**config.mk**
```make
export PLATFORM = sky130hd
export DESIGN_NAME = input_data_feeder
export DESIGN_NICKNAME = d
export VERILOG_FILES = /design/src/rtl/accel_pkg.sv /design/src/rtl/sync_fifo.sv /design/src/rtl/input_data_feeder.sv
export SDC_FILE = /design/constraint.sdc
export NUM_CORES = 1
export LEC_CHECK = 0
export ABC_AREA = 1
export BUFFER_PORTS_ARGS = -buffer_cell sky130_fd_sc_hd__clkbuf_2
export CELL_PAD_IN_SITES_DETAIL_PLACEMENT = 0
export CELL_PAD_IN_SITES_GLOBAL_PLACEMENT = 1
export CORE_MARGIN = 2
export CORE_UTILIZATION = 40
export DETAILED_ROUTE_END_ITERATION = 8
export PLACE_DENSITY = 0.75
export SLEW_MARGIN = 20
export SYNTH_ARGS = -nofsm -noshare
export SYNTH_HDL_FRONTEND = slang
export SYNTH_SLANG_ARGS = --single-unit
```
**constraint.sdc**
```tcl
create_clock -name clk -period 4.3 [get_ports clk]
set_input_delay 0.43 -clock clk [delete_from_list [all_inputs] [get_ports clk]]
set_output_delay 0.43 -clock clk [all_outputs]
set_load 0.02 [all_outputs]
```
**src/rtl/accel_pkg.sv**
```systemverilog
// Shared types and constants for the conv2d data feeders.
// Word width helper, feeder FSM encoding, buffer read latency.
package accel_pkg;

    localparam int MEM_RD_LAT = 1;

    typedef enum logic [1:0] {
        ST_IDLE = 2'd0,
        ST_RUN  = 2'd1,
        ST_DONE = 2'd2
    } state_t;

    function automatic int word_width(input int bw, input int nc);
        return bw * nc;
    endfunction

endpackage

```
**src/rtl/sync_fifo.sv**
```systemverilog
// Small synchronous FIFO with occupancy count and flush.
// Shared by the input and weight feeders.
module sync_fifo #(
    parameter int WIDTH = 8,
    parameter int DEPTH = 4,
    localparam int PW = $clog2(DEPTH),
    localparam int CW = PW + 1
) (
    input  logic             clk,
    input  logic             rst,
    input  logic             i_flush,
    input  logic             i_push,
    input  logic [WIDTH-1:0] i_wdata,
    input  logic             i_pop,
    output logic [WIDTH-1:0] o_rdata,
    output logic [CW-1:0]    o_count,
    output logic             o_empty,
    output logic             o_full
);

    logic [WIDTH-1:0] r_mem [DEPTH];
    logic [PW-1:0]    r_wptr;
    logic [PW-1:0]    r_rptr;
    logic [CW-1:0]    r_count;
    logic             w_push;
    logic             w_pop;

    assign o_empty = (r_count == '0);
    assign o_full  = (r_count == CW'(DEPTH));
    assign o_count = r_count;
    assign o_rdata = r_mem[r_rptr];
    assign w_push  = i_push & ~o_full & ~i_flush;
    assign w_pop   = i_pop & ~o_empty & ~i_flush;

    // Storage array, written at the write pointer.
    always_ff @(posedge clk) begin
        if (w_push) begin
            r_mem[r_wptr] <= i_wdata;
        end
    end

    // Pointers and occupancy; flush wins over push/pop.
    always_ff @(posedge clk or negedge rst) begin
        if (!rst) begin
            r_wptr  <= '0;
            r_rptr  <= '0;
            r_count <= '0;
        end else if (i_flush) begin
            r_wptr  <= '0;
            r_rptr  <= '0;
            r_count <= '0;
        end else begin
            if (w_push) r_wptr <= r_wptr + PW'(1);
            if (w_pop)  r_rptr <= r_rptr + PW'(1);
            r_count <= r_count + CW'(w_push) - CW'(w_pop);
        end
    end

endmodule

```
**src/rtl/input_data_feeder.sv**
```systemverilog
// Streams a block of input words from the buffer to the conv2d
// engine, one word per request, through a small prefetch FIFO.
module input_data_feeder
    import accel_pkg::*;
#(
    parameter int BIT_WIDTH   = 8,
    parameter int NUM_CHANNEL = 3,
    parameter int ADDR_WIDTH  = 16,
    parameter int REG_WIDTH   = 32,
    parameter int FIFO_DEPTH  = 4,
    localparam int W = word_width(BIT_WIDTH, NUM_CHANNEL)
) (
    input  logic                  clk,
    input  logic                  rst,
    input  logic                  i_start,
    input  logic [ADDR_WIDTH-1:0] i_conf_baseaddr,
    input  logic [REG_WIDTH-1:0]  i_conf_numword,
    output logic                  o_busy,
    output logic                  o_done,
    output logic                  o_mem_en,
    output logic [ADDR_WIDTH-1:0] o_mem_addr,
    input  logic [W-1:0]          i_mem_rdata,
    input  logic                  i_data_req,
    input  logic                  i_data_end,
    output logic [W-1:0]          o_data,
    output logic                  o_data_val
);

    localparam int CW = $clog2(FIFO_DEPTH) + 1;

    state_t                r_state;
    logic [ADDR_WIDTH-1:0] r_base;
    logic [REG_WIDTH-1:0]  r_numword;
    logic [REG_WIDTH-1:0]  r_issued;
    logic [REG_WIDTH-1:0]  r_delivered;
    logic [REG_WIDTH-1:0]  r_pending;
    logic                  r_inflight;
    logic [W-1:0]          r_data;
    logic                  r_data_val;
    logic                  r_busy;
    logic                  r_done;

    logic                  w_run;
    logic                  w_abort;
    logic                  w_req;
    logic                  w_room;
    logic                  w_issue;
    logic                  w_pop;
    logic [CW-1:0]         w_count;
    logic                  w_empty;
    logic                  w_full;
    logic [W-1:0]          w_fifo_rdata;

    assign w_run   = (r_state == ST_RUN);
    assign w_abort = w_run & i_data_end;
    assign w_req   = w_run & i_data_req;
    // A returning read still needs a slot, so reserve it up front.
    assign w_room  = (int'(w_count) + int'(r_inflight))
                     <= (FIFO_DEPTH - MEM_RD_LAT);
    assign w_issue = w_run & ~i_data_end & ~w_full & w_room
                     & (r_issued < r_numword);
    assign w_pop   = w_run & ~i_data_end & ~w_empty
                     & ((r_pending != '0) | i_data_req);

    assign o_mem_en   = w_issue;
    assign o_mem_addr = w_issue ? r_base + ADDR_WIDTH'(r_issued) : '0;
    assign o_data     = r_data;
    assign o_data_val = r_data_val;
    assign o_busy     = r_busy;
    assign o_done     = r_done;

    sync_fifo #(
        .WIDTH (W),
        .DEPTH (FIFO_DEPTH)
    ) u_fifo (
        .clk     (clk),
        .rst     (rst),
        .i_flush (w_abort),
        .i_push  (r_inflight),
        .i_wdata (i_mem_rdata),
        .i_pop   (w_pop),
        .o_rdata (w_fifo_rdata),
        .o_count (w_count),
        .o_empty (w_empty),
        .o_full  (w_full)
    );

    // Control FSM with request accounting and registered outputs.
    always_ff @(posedge clk or negedge rst) begin
        if (!rst) begin
            r_state     <= ST_IDLE;
            r_base      <= '0;
            r_numword   <= '0;
            r_issued    <= '0;
            r_delivered <= '0;
            r_pending   <= '0;
            r_inflight  <= 1'b0;
            r_data      <= '0;
            r_data_val  <= 1'b0;
            r_busy      <= 1'b0;
            r_done      <= 1'b0;
        end else begin
            r_data_val <= 1'b0;
            r_done     <= 1'b0;
            r_inflight <= w_issue;
            if (w_pop) begin
                r_data     <= w_fifo_rdata;
                r_data_val <= 1'b1;
            end
            unique case (r_state)
                ST_IDLE: begin
                    if (i_start) begin
                        r_base      <= i_conf_baseaddr;
                        r_numword   <= i_conf_numword;
                        r_issued    <= '0;
                        r_delivered <= '0;
                        r_pending   <= '0;
                        r_busy      <= 1'b1;
                        if (i_conf_numword == '0) begin
                            r_state <= ST_DONE;
                            r_done  <= 1'b1;
                        end else begin
                            r_state <= ST_RUN;
                        end
                    end
                end
                ST_RUN: begin
                    if (w_issue) r_issued <= r_issued + 1'b1;
                    if (w_pop) r_delivered <= r_delivered + 1'b1;
                    if (w_abort) begin
                        r_pending <= '0;
                    end else begin
                        r_pending <= r_pending + REG_WIDTH'(w_req)
                                     - REG_WIDTH'(w_pop);
                    end
                    if (w_abort || r_delivered == r_numword) begin
                        r_state <= ST_DONE;
                        r_done  <= 1'b1;
                    end
                end
                ST_DONE: begin
                    r_state   <= ST_IDLE;
                    r_busy    <= 1'b0;
                    r_pending <= '0;
                end
                default: r_state <= ST_IDLE;
            endcase
        end
    end

endmodule

```
* Word level (Yosys, flattened, before mapping)
Memory sizes are Yosys's and may differ from the RTL's. A register that Yosys moved wholly into a read port is not among the register bits.
Index checks and enable logic that the tools add are counted.
** Word-level totals
- Register bits after elaboration :: 157
- Bits in latches :: 0
- Memory bits (writable) :: 96
- Bits in read-only memories :: 0
- Bits of input ports :: 77
- Output and inout bits :: 44
- Word-level logic and storage cells :: 94
- Memories :: 1
** Cells by class
- Add/subtract/negate cells :: 10
- Multiply operators :: 0
- Div/mod/pow operators :: 0
- Order comparisons :: 2
- Eq/ne operators :: 8
- Shift operators :: 0
- Muxes and demuxes :: 26
- Bitwise logic cells :: 17
- Reductions and logical operators :: 17
** Memories
- u_fifo.r_mem :: depth 4, width 24, rd ports 1, clocked after Yosys merged registers in 1, wr ports 1, line sync_fifo.sv:21 : logic [WIDTH-1:0] r_mem [DEPTH];
** Operator list (number)
- 2-to-1 mux 32 bit :: 4
- case mux 32 bit (2 select lines) :: 2
- case mux 32 bit (3 select lines) :: 1
- adder 32 x 1 -> 32 bit, second input constant :: 2
- adder 32 x 1 -> 32 bit :: 1
- equality test 32 bit :: 1
- logical NOT 32 bit :: 1
- < comparator 32 bit :: 1
- nonzero test 32 bit :: 1
- subtractor 32 x 1 -> 32 bit :: 1
- adder 16 bit :: 1
- 2-to-1 mux 16 bit :: 1
- 2-to-1 mux 2 bit :: 7
- AND 1 bit :: 12
- AND reduction 2 bit :: 4
- nonzero test 2 bit :: 4
- 2-to-1 mux 1 bit :: 7
- inequality test 2 x 1 -> 1 bit, second input constant :: 3
- AND reduction 3 bit :: 2
- adder 2 x 1 -> 2 bit, second input constant :: 2
- adder 3 x 1 -> 4 bit :: 1
- <= comparator 4 x 2 -> 1 bit, second input constant :: 1
- NOT 1 bit :: 4
- case mux 1 bit (2 select lines) :: 2
- 14 further kinds :: 14

* Logic depth before layout (Yosys ltp)
Gate-level depths: netlist of the first run.
- Depth in word-level cells :: 8
- Gate-level depth with buffers :: 22
- Mapped depth without buffers :: 22

* Modules after synthesis
Synthesis of the first run repeated with hierarchy kept, for this count alone.
** Second synthesis, totals
- Cells, all modules :: 2216
- Area, all modules :: 17036.3 µm²
** By module, submodules not included
- input_data_feeder :: times used 1, cells an instance 1921, area an instance 12838.6 µm², sequential area each 4354.2 µm²
- sync_fifo :: times used 1, cells an instance 295, area an instance 4197.8 µm², sequential area each 3057.9 µm²

* Worst setup path before layout of the first run
No wires, ideal clock.
- Path kind :: reg2reg
- From :: register r_pending[12]
- To :: register r_pending[18]
- Setup time :: 0.132 ns
- Data arrival time :: 2.795 ns
- Data required time :: 4.168 ns
- Setup slack :: 1.373 ns
- Stages on the path, launching flop included :: 22
- Buffers on the path :: 0
- Period minus slack after synthesis :: 2.927 ns
- Cell sequence :: dfrtp_1 -> inv_1 -> ha_1 -> inv_1 -> nor4_1 -> nand4_1 -> nand2_1 -> inv_1 -> ha_1 -> inv_1 -> ha_1 -> fa_1 -> nand3_1 -> nand3_1 -> nand2_1 -> nand2_1 -> nand2_1 -> nand2_1 -> nand2_1 -> nand3_1 -> nand3_1 -> o21ai_0
** Between the ends
- Longest elaborated chain between the ends :: 6
- Elaborated cells on any way between the ends :: 7
- Those cells by class :: add/sub (2); mux (2); bitwise (2); reduce/logical (1)
** RTL lines
- from (decl) :: line input_data_feeder.sv:36 : logic [REG_WIDTH-1:0] r_pending;
- from (signal assigned) :: line input_data_feeder.sv:133 : r_pending <= r_pending + REG_WIDTH'(w_req)
- nonzero test 32 bit :: line input_data_feeder.sv:63 : & ((r_pending != '0) | i_data_req);
- bitwise OR 1 bit :: line input_data_feeder.sv:63
- AND 1 bit :: line input_data_feeder.sv:63
- named net u_fifo.i_pop :: line sync_fifo.sv:14 : input logic i_pop,
- subtractor 32 x 1 -> 32 bit :: line input_data_feeder.sv:134 : - REG_WIDTH'(w_pop);
- 2-to-1 mux 32 bit :: line input_data_feeder.sv:130 : if (w_abort) begin
- case mux 32 bit (3 select lines) :: line input_data_feeder.sv:110 : unique case (r_state)
The timed path passes the listed nets, and every way through them passes these cells.
A chain may end at the register's enable or synchronous reset.

* Worst setup path in the final report of the first run
- From :: register r_pending[30]
- To :: register r_pending[30]
The elaborated chain is that of the path after synthesis.

==> impl_metrics.json, run 1 <==
{
  "status": "complete, no violations",
  "hold_violations": 0,
  "grt_pass1_vias": 13900,
  "postCtsSetupBuffers": 0,
  "slew_headroom_pct": 34.5,
  "cp.required_ns": 4.72,
  "overflow": 0,
  "gp_congestion": 0.893,
  "root_buffer": "clkbuf_16",
  "async_flop_share_pct": 65.3,
  "yosysUniqueCellTypes": 43,
  "holdBufCountCts": 0,
  "arrival_ns": 4.10,
  "reg2reg_to": "r_pending[30]$_DFFE_PN0P_",
  "cp_max_fo": 5,
  "drive_gt1_share_pct": 8.83,
  "start_util_pct": 40.8,
  "syn_area_um2": 16700,
  "synth_seq_area_share_pct": 44.3,
  "r2r_cells": 21,
  "dr.first_iter.drc_count": 900,
  "ys_warn_count": 0,
  "r2r-start": "r_pending[30]$_DFFE_PN0P_",
  "max-cap-violations": 0,
  "grt.total_usage_pct": 21.5,
  "wl_per_cell_um": 16.2,
  "antenna_found_initial": 2,
  "cts_tree": "done",
  "area_growth_pct": 13.5,
  "synth_cells": 2174,
  "vias_per_cell": 5.05,
  "die-area_um2": 43500,
  "end_kind": "register",
  "drc": 0,
  "path_class": "reg -> reg",
  "synth_edf_count": 96,
  "yosysTopAreaCell": "dfrtp_1",
  "cts_buffer_depth": 3,
  "numCtsBuffers": 34,
  "hpwl_um": 33500,
  "rows": 74,
  "wirelength_um": 46000,
  "syn_nets": 2356,
  "synth_area_per_cell_um2": 7.69,
  "rsz0062_at_grt": "no",
  "final.setup.tns_ns": 0,
  "fin_skew_ns": 0.0149,
  "leakagePower_nw": 8.90,
  "maxSlewViolCount": 0,
  "layout_min_cycle_time_ns": 3.67,
  "clk_latency_ns": 0.54,
  "vias": 14400,
  "cts_resized": 0,
  "cts_max_level": 2,
  "drtAntennaViolNets": 0,
  "crit_start": "r_pending[30]$_DFFE_PN0P_",
  "cts.sinks": 277,
  "utilization_pct": 46.3,
  "clk_pin_slew_ns": 0.05,
  "drtPass1Iterations": 5,
  "grt_pass1_wl_um": 74400,
  "ys_ff_latch": 277,
  "setup_violations": 0,
  "power_density_nw_per_um2": 682,
  "grt_max_degree": 107,
  "fp.dieH_um": 208,
  "synth_area_leaders": "dfrtp_1 27%, edfxtp_1 17%, nand2_1 12%",
  "min_period_over_period_pct": 85.4,
  "port_buffers": 120,
  "ir_worst_vdd_v": 0.000351,
  "endpoint": "r_pending[30]$_DFFE_PN0P_",
  "io_pins": 121,
  "hold_path_class": "in -> async",
  "die_w_um": 208,
  "layout_common_cells": "530 x nand2_1, 317 x nor2_1, 249 x inv_1",
  "fmax_ghz": 0.272,
  "cp-start-kind": "register",
  "layout.nets": 2467,
  "final_common_cell": "nand2_1",
  "tightest_slew_ns": 0.983,
  "coreArea_um2": 41000,
  "synth-main-ff-cell": "dfrtp_1",
  "r2r_setup_slack_ns": 0.63,
  "netlist.area_leader.share_pct": 27.1
}
## critical path: stages (launching register included)
cell     delay [ns]
dfrtp_1        0.37
inv_1          0.11
ha_1           0.17
nand4_1        0.15
nor2_1         0.23
nand4_1        0.16
nand2_1        0.23
inv_1          0.09
ha_1           0.28
inv_1          0.04
ha_1           0.21
fa_1           0.41
nand3_1        0.12
nand3_1        0.15
nand2_1        0.10
nand2_1        0.12
nand3_1        0.10
nand2_1        0.15
nand2_1        0.12
nand3_1        0.07
nand3_1        0.09
nand2_1        0.05
## worst min-delay path by stage
stage | from | to | slack (ns)
floorplan | rst | o_busy$_DFFE_PN0P_ | 0.13
CTS | rst | r_pending[30]$_DFFE_PN0P_ | 0.06
detailed placement | r_base[2]$_DFFE_PN0P_ | r_base[2]$_DFFE_PN0P_ | 0.47
global placement | r_pending[31]$_DFFE_PN0P_ | r_pending[31]$_DFFE_PN0P_ | 0.47
global route | i_mem_rdata[4] | u_fifo.r_mem[1][4]$_DFFE_PP_ | 0.08
finish | rst | r_pending[31]$_DFFE_PN0P_ | 0.03
## layout make-up
cell class	instances	area (um^2)
Clock inverter	16	173
Inverter	255	957
Timing Repair Buffer	138	757
Tap cell	532	666
Sequential cell	277	7410
Fill cell	4161	22000
Clock buffer	46	926
Antenna cell	2	5.00
Multi-Input combinational cell	1579	8080
## logic make-up (layout without fill, tap and decap cells)
kind of cell    count (synthesis)  in the layout  share of synthesized area (%)
buf+inv                       318            455                           7.48
xor+xnor                       50             50                           2.62
simple gates                 1094           1094                           27.1
fa+ha+maj                     105            105                           7.99
other cells                     0              2                              0
compound gates                330            330                           10.5
flops                         277            277                           44.3
## synth_stat cells, types with 2 or more instances
library cell,number
inv_1,249
o21bai_1,3
a31oi_1,28
o21ai_0,173
a21oi_1,104
nand3b_1,16
xor2_1,32
buf_6,4
ha_1,102
nand2_1,530
nor3b_1,4
xnor2_1,18
o21ai_1,2
nor2_1,322
o22ai_1,2
dfrtp_1,181
nor3_1,43
nor2_2,2
nand3_1,123
buf_1,3
fa_1,3
a211oi_1,2
clkbuf_1,41
o32ai_1,3
inv_2,4
buf_2,11
o21a_1,3
nor4_1,6
and2_1,2
clkinv_1,2
nand2_2,3
nand4_1,40
a21o_1,6
buf_4,3
edfxtp_1,96
## per-layer routing
metal | vias up | track usage [%] | routed length [um]
li1 | 7368 | - | -
met1 | 6622 | 30.2 | 21900
met2 | 301 | 34.2 | 20600
met3 | 67 | 3.94 | 2370
met4 | 0 | 5.83 | 1060
met5 | - | 0 | 0
## power breakdown
group          internal [mW]  switching [mW]
logic                   1.97            4.46
registers               3.27           0.392
clock network           1.70            1.13
## sequential cells by signal (all words and copies together) (netlist names), 2 cells and up
| name | count |
|---|---|
| r_base | 16 |
| r_numword | 32 |
| r_state | 2 |
| r_issued | 32 |
| u_fifo.r_rptr | 2 |
| r_delivered | 32 |
| u_fifo.r_mem | 96 |
| o_data | 24 |
| r_pending | 32 |
| u_fifo.o_count | 3 |
| u_fifo.r_wptr | 2 |
## stage by stage
stage / hold WS, ns / total power, mW / cells / cell area (um^2) / setup slack [ns]
finish: 0.0313 / 12.9 / 2845 / 19000 / 0.629
global route: 0.0817 / 14.2 / 2844 / 19000 / 0.296
CTS: 0.0565 / 13.0 / 2843 / 19000 / 0.659
detailed placement: 0.469 / 10.1 / 2781 / 17900 / 0.672
global placement: 0.466 / 10.1 / 2781 / 17900 / 0.765
floorplan: 0.134 / 8.26 / 2174 / 16700 / 1.37
Power figures use the tool's default switching activity.
==> inputs of run 2 (changes only) <==
--- a/config.mk
+++ b/config.mk
@@ -10,9 +10,9 @@
 export CELL_PAD_IN_SITES_DETAIL_PLACEMENT = 0
 export CELL_PAD_IN_SITES_GLOBAL_PLACEMENT = 1
 export CORE_MARGIN = 2
-export CORE_UTILIZATION = 40
+export CORE_UTILIZATION = 49
 export DETAILED_ROUTE_END_ITERATION = 8
-export PLACE_DENSITY = 0.75
+export PLACE_DENSITY = 0.89
 export SLEW_MARGIN = 20
 export SYNTH_ARGS = -nofsm -noshare
 export SYNTH_HDL_FRONTEND = slang
==> impl_metrics.json, run 2 (same netlist as run 1, synthesis figures left out) <==
{
  "tightest_slew_ns": 0.987,
  "port_buffers": 120,
  "numCtsBuffers": 31,
  "critical_path.slowest_cell": "dfrtp_1",
  "cp.required_ns": 3.87,
  "vias_per_cell": 5.33,
  "final_cells": 2753,
  "setup_violations": 0,
  "clk_pin_slew_ns": 0.06,
  "max-cap-violations": 0,
  "post-place-cells": 2696,
  "place_ws_ns": 0.691,
  "path_class": "reg -> out",
  "diodes": 0,
  "coreArea_um2": 33500,
  "end_kind": "output port",
  "gp_congestion": 0.911,
  "arrival_ns": 3.25,
  "cp_max_fo": 20,
  "cp-start-kind": "register",
  "cts_buffer_depth": 3,
  "final_common_cell": "nand2_1",
  "overflow": 0,
  "ir_worst_vdd_v": 0.000411,
  "area_growth_pct": 12.0,
  "maxSlewViolCount": 0,
  "layout_min_cycle_time_ns": 3.68,
  "cts_resized": 0,
  "fmax_ghz": 0.271,
  "die-area_um2": 35600,
  "power_mw": 12.6,
  "cts_tree": "done",
  "leakagePower_nw": 8.85,
  "drtAntennaViolNets": 0,
  "crit_chain": "inv_1 > nand2_2 > nor2_2 > buf_4 > nand2_1 > nor2_1 > nand4_1 > nor2_1 > nand2_1 > buf_4 > nor3_1 > clkbuf_2",
  "grt.total_usage_pct": 25.1,
  "r2r_setup_slack_ns": 0.62,
  "max_stage_delay_ns": 0.40,
  "final_area_um2": 18700,
  "layout.nets": 2463,
  "hold_path_class": "in -> async",
  "wl_per_cell_um": 16.1,
  "min_period_over_period_pct": 85.7,
  "holdBufCountCts": 0,
  "vias": 14700,
  "layout_common_cells": "530 x nand2_1, 317 x nor2_1, 249 x inv_1",
  "io_pins": 121,
  "drc": 0,
  "drtPass1Iterations": 5,
  "final.setup.tns_ns": 0,
  "place_area_um2": 17800,
  "grt_pass1_wl_um": 72300,
  "die_w_um": 189,
  "fin_skew_ns": 0.0144,
  "hold_slack_ns": -0.0240,
  "status": "finished, violations left",
  "fp.dieH_um": 189,
  "power_density_nw_per_um2": 674,
  "utilization_pct": 55.9,
  "drive_gt1_share_pct": 8.85,
  "rsz0062_at_grt": "no",
  "clk_latency_ns": 0.57,
  "path_buf_inv": 4,
  "dr.first_iter.drc_count": 1144,
  "wirelength_um": 44200,
  "hpwl_um": 31800,
  "grt_pass1_vias": 14100,
  "start_util_pct": 49.9,
  "antenna_found_initial": 0,
  "cts.sinks": 277,
  "violations": "negative hold slack",
  "largest_reg_flops": 96,
  "worst_slack_ns": 0.615,
  "cts_max_level": 1,
  "root_buffer": "clkbuf_16",
  "slew_headroom_pct": 34.2,
  "largest_register": "u_fifo.r_mem",
  "rows": 67,
  "hold_violations": 8,
  "grt_max_degree": 109,
  "cp_top_family": "simple AND/OR/NAND/NOR gates",
  "postCtsSetupBuffers": 0
}
==> run 2: changes by cell type in the layout (fill, tap and decap cells not counted), sizes merged <==
cell      before  now
bufinv         3    1
clkbuf       166  163
buf           18   17
clkinv        13   12
clkinvlp       0    1
diode          2    0
==> run 2: where the power goes <==
group,switching (mW),total [mW],internal (mW)
Combinational,4.43,6.40,1.97
Clock,1.08,2.55,1.47
Sequential,0.411,3.68,3.27
==> run 2: layout make-up <==
type | instances | area [um^2]
clock buffer | 43 | 871
clock inverter | 14 | 105
tap | 448 | 561
multi-input combinational | 1579 | 8080
fill | 3169 | 14800
timing repair buffer | 137 | 749
sequential | 277 | 7410
inverter | 255 | 957
==> run 2: final timing paths <==
kind	start	to	depth (start not counted)
max	r_state[1]$_DFFE_PN0P_	o_mem_addr[2]	12
min	rst	r_pending[22]$_DFFE_PN0P_	1
max reg2reg	r_pending[30]$_DFFE_PN0P_	r_pending[30]$_DFFE_PN0P_	21
min reg2reg	r_pending[31]$_DFFE_PN0P_	r_pending[31]$_DFFE_PN0P_	2
max in group asynchronous	rst	r_delivered[9]$_DFFE_PN0P_	2
min in group clk	i_conf_baseaddr[9]	r_base[9]$_DFFE_PN0P_	3
==> run 2: layer usage <==
metal,GRT usage [%],wire (um),up-vias
li1,-,-,7357
met1,35.6,20400,6839
met2,41.1,20300,407
met3,3.18,2660,59
met4,5.44,801,0
met5,0,0,-
==> run 2: worst reg2reg max path, stage by stage, from the launching register on <==
cell and delay, ns:
dfrtp_1 0.37, inv_1 0.11, ha_1 0.18, nand4_1 0.15, nor2_1 0.25, nand4_1 0.14
nand2_1 0.21, inv_1 0.09, ha_1 0.28, inv_1 0.04, ha_1 0.21, fa_1 0.42
nand3_1 0.14, nand3_1 0.17, nand2_1 0.10, nand2_1 0.11, nand3_1 0.10, nand2_1 0.16
nand2_1 0.14, nand3_1 0.07, nand3_1 0.08, nand2_1 0.05
==> inputs of run 3 (changes only) <==
--- a/config.mk
+++ b/config.mk
@@ -12,6 +12,7 @@
 export CORE_MARGIN = 2
 export CORE_UTILIZATION = 49
 export DETAILED_ROUTE_END_ITERATION = 8
+export HOLD_SLACK_MARGIN = 0.08
 export PLACE_DENSITY = 0.89
 export SLEW_MARGIN = 20
 export SYNTH_ARGS = -nofsm -noshare
==> constraint.sdc (replaced) <==
create_clock -name clk -period 4.5 [get_ports clk]
set_input_delay 0.45 -clock clk [delete_from_list [all_inputs] [get_ports clk]]
set_output_delay 0.45 -clock clk [all_outputs]
set_load 0.02 [all_outputs]
==> impl_metrics.json, run 3 (same netlist as run 1, synthesis figures left out) <==
{
  "arrival_ns": 4.03,
  "vias": 14700,
  "crit_chain": "inv_1 > ha_1 > nand4_1 > nor2_1 > nand4_1 > nand2_1 > inv_1 > ha_1 > inv_1 > ha_1 > fa_1 > nand3_1 > nand3_1 > nand3_1 > nand3_1 > nand2_1 > nand3_1 > nand3_1 > nand2_1",
  "cp.required_ns": 4.93,
  "power_density_nw_per_um2": 653,
  "coreArea_um2": 33500,
  "crit_start": "r_pending[30]$_DFFE_PN0P_",
  "max-cap-violations": 0,
  "multi_input_area_um2": 8080,
  "critical_path.slowest_cell": "fa_1",
  "ff_latch_area_um2": 7410,
  "gp_congestion": 0.919,
  "cts_tree": "done",
  "end_kind": "register",
  "hpwl_um": 31800,
  "final_area_um2": 18800,
  "min_from": "i_conf_baseaddr[4]",
  "max_stage_delay_ns": 0.40,
  "numCtsBuffers": 34,
  "io_pins": 121,
  "r2r-start": "r_pending[30]$_DFFE_PN0P_",
  "cts_max_level": 2,
  "leakagePower_nw": 8.88,
  "root_buffer": "clkbuf_16",
  "status": "complete, no violations",
  "dr.first_iter.drc_count": 945,
  "n_fill_cell": 3171,
  "place_area_um2": 17800,
  "ir_worst_vdd_v": 0.000381,
  "path_common_cell": "nand3_1",
  "grt_pass1_vias": 13900,
  "largest_register": "u_fifo.r_mem",
  "largest_reg_flops": 96,
  "clk_latency_ns": 0.54,
  "fp.dieH_um": 189,
  "overflow": 0,
  "maxSlewViolCount": 0,
  "diodes": 0,
  "path_class": "reg -> reg",
  "final.setup.tns_ns": 0,
  "layout_common_cells": "530 x nand2_1, 317 x nor2_1, 249 x inv_1",
  "post-place-cells": 2696,
  "drtAntennaViolNets": 0,
  "cp_top_family": "simple AND/OR/NAND/NOR gates",
  "tightest_slew_ns": 0.902,
  "drc": 0,
  "cts.sinks": 277,
  "rsz0062_at_grt": "no",
  "drtPass1Iterations": 5,
  "fmax_ghz": 0.277,
  "hold_path_class": "in -> reg",
  "fin_skew_ns": 0.0117,
  "layout_min_cycle_time_ns": 3.61,
  "area_growth_pct": 12.7,
  "grt_max_degree": 100,
  "antenna_found_initial": 0,
  "cp_max_fo": 5,
  "grt_pass1_wl_um": 71600,
  "wirelength_um": 44300,
  "hold_violations": 0,
  "rows": 67,
  "die_w_um": 189,
  "port_buffers": 120,
  "min_period_over_period_pct": 80.2,
  "final_cells": 2756,
  "clk_pin_slew_ns": 0.06,
  "final_common_cell": "nand2_1",
  "cp-start-kind": "register",
  "wl_per_cell_um": 16.1,
  "slew_headroom_pct": 39.9,
  "grt.total_usage_pct": 25.0,
  "vias_per_cell": 5.32,
  "cts_buffer_depth": 3,
  "start_util_pct": 49.9,
  "setup_violations": 0,
  "drive_gt1_share_pct": 8.84,
  "die-area_um2": 35600,
  "layout.nets": 2467,
  "path_buf_inv": 3
}
==> run 3: layout make-up <==
cell class / instances / area share (%)
Multi-Input combinational cell: 1579 / 42.8
Timing Repair Buffer: 138 / 4.03
Tap cell: 448 / 2.97
Inverter: 255 / 5.08
Sequential cell: 277 / 39.3
Clock inverter: 17 / 1.03
Clock buffer: 42 / 4.73
==> run 3: final timing paths <==
kind                                              to  slack [ns]  cells after the start
max reg2reg                r_pending[28]$_DFFE_PN0P_        0.89                     19
max                        r_pending[28]$_DFFE_PN0P_        0.89                     19
max in group asynchronous   r_issued[17]$_DFFE_PN0P_        2.96                      3
min reg2reg                r_pending[31]$_DFFE_PN0P_        0.48                      2
min                            r_base[4]$_DFFE_PN0P_        0.11                      3
min in group asynchronous  r_pending[21]$_DFFE_PN0P_        0.56                      2
==> run 3: through the flow <==
stage | hold WS (ns) | setup WS [ns] | utilization [%] | power [mW]
final | 0.115 | 0.892 | 56.2 | 12.3
after CTS | 0.0943 | 0.914 | 56.2 | 12.3
after floorplan | 0.154 | 1.57 | - | 7.89
after global placement | 0.467 | 0.999 | 52.9 | 9.55
after global routing | 0.104 | 0.574 | 56.2 | 13.4
after detailed placement | 0.472 | 0.924 | 52.9 | 9.62
==> run 3: repair_timing <==
action | 4_1_cts | 5_1_grt
hold buffers | 1 | 0
gates resized for setup | 0 | 0
endpoints found under the hold margin | 22 | 0
setup buffers | 0 | 0
==> run 3: layer usage <==
| layer | track usage, % | routed length (um) | up-vias |
|---|---|---|---|
| met5 | 0 | 0 | - |
| met4 | 7.69 | 949 | 0 |
| li1 | - | - | 7366 |
| met1 | 35.2 | 20500 | 6848 |
| met3 | 3.91 | 2660 | 59 |
| met2 | 40.0 | 20200 | 396 |
==> run 3: report_power, final <==
group          total, mW  leakage, nW  switching (mW)  internal, mW
sequential          3.50         3.21           0.378          3.13
clock               2.65        0.515            1.11          1.54
combinational       6.15         5.15            4.26          1.89
==> run 3: worst register-to-register path, stage by stage, from the launching register on <==
cell and delay (ns):
dfrtp_1 0.38, inv_1 0.10, ha_1 0.17, nand4_1 0.14, nor2_1 0.24, nand4_1 0.14, nand2_1 0.22, inv_1 0.09
ha_1 0.28, inv_1 0.04, ha_1 0.21, fa_1 0.40, nand3_1 0.12, nand3_1 0.17, nand3_1 0.13, nand3_1 0.24
nand2_1 0.19, nand3_1 0.10, nand3_1 0.09, nand2_1 0.05
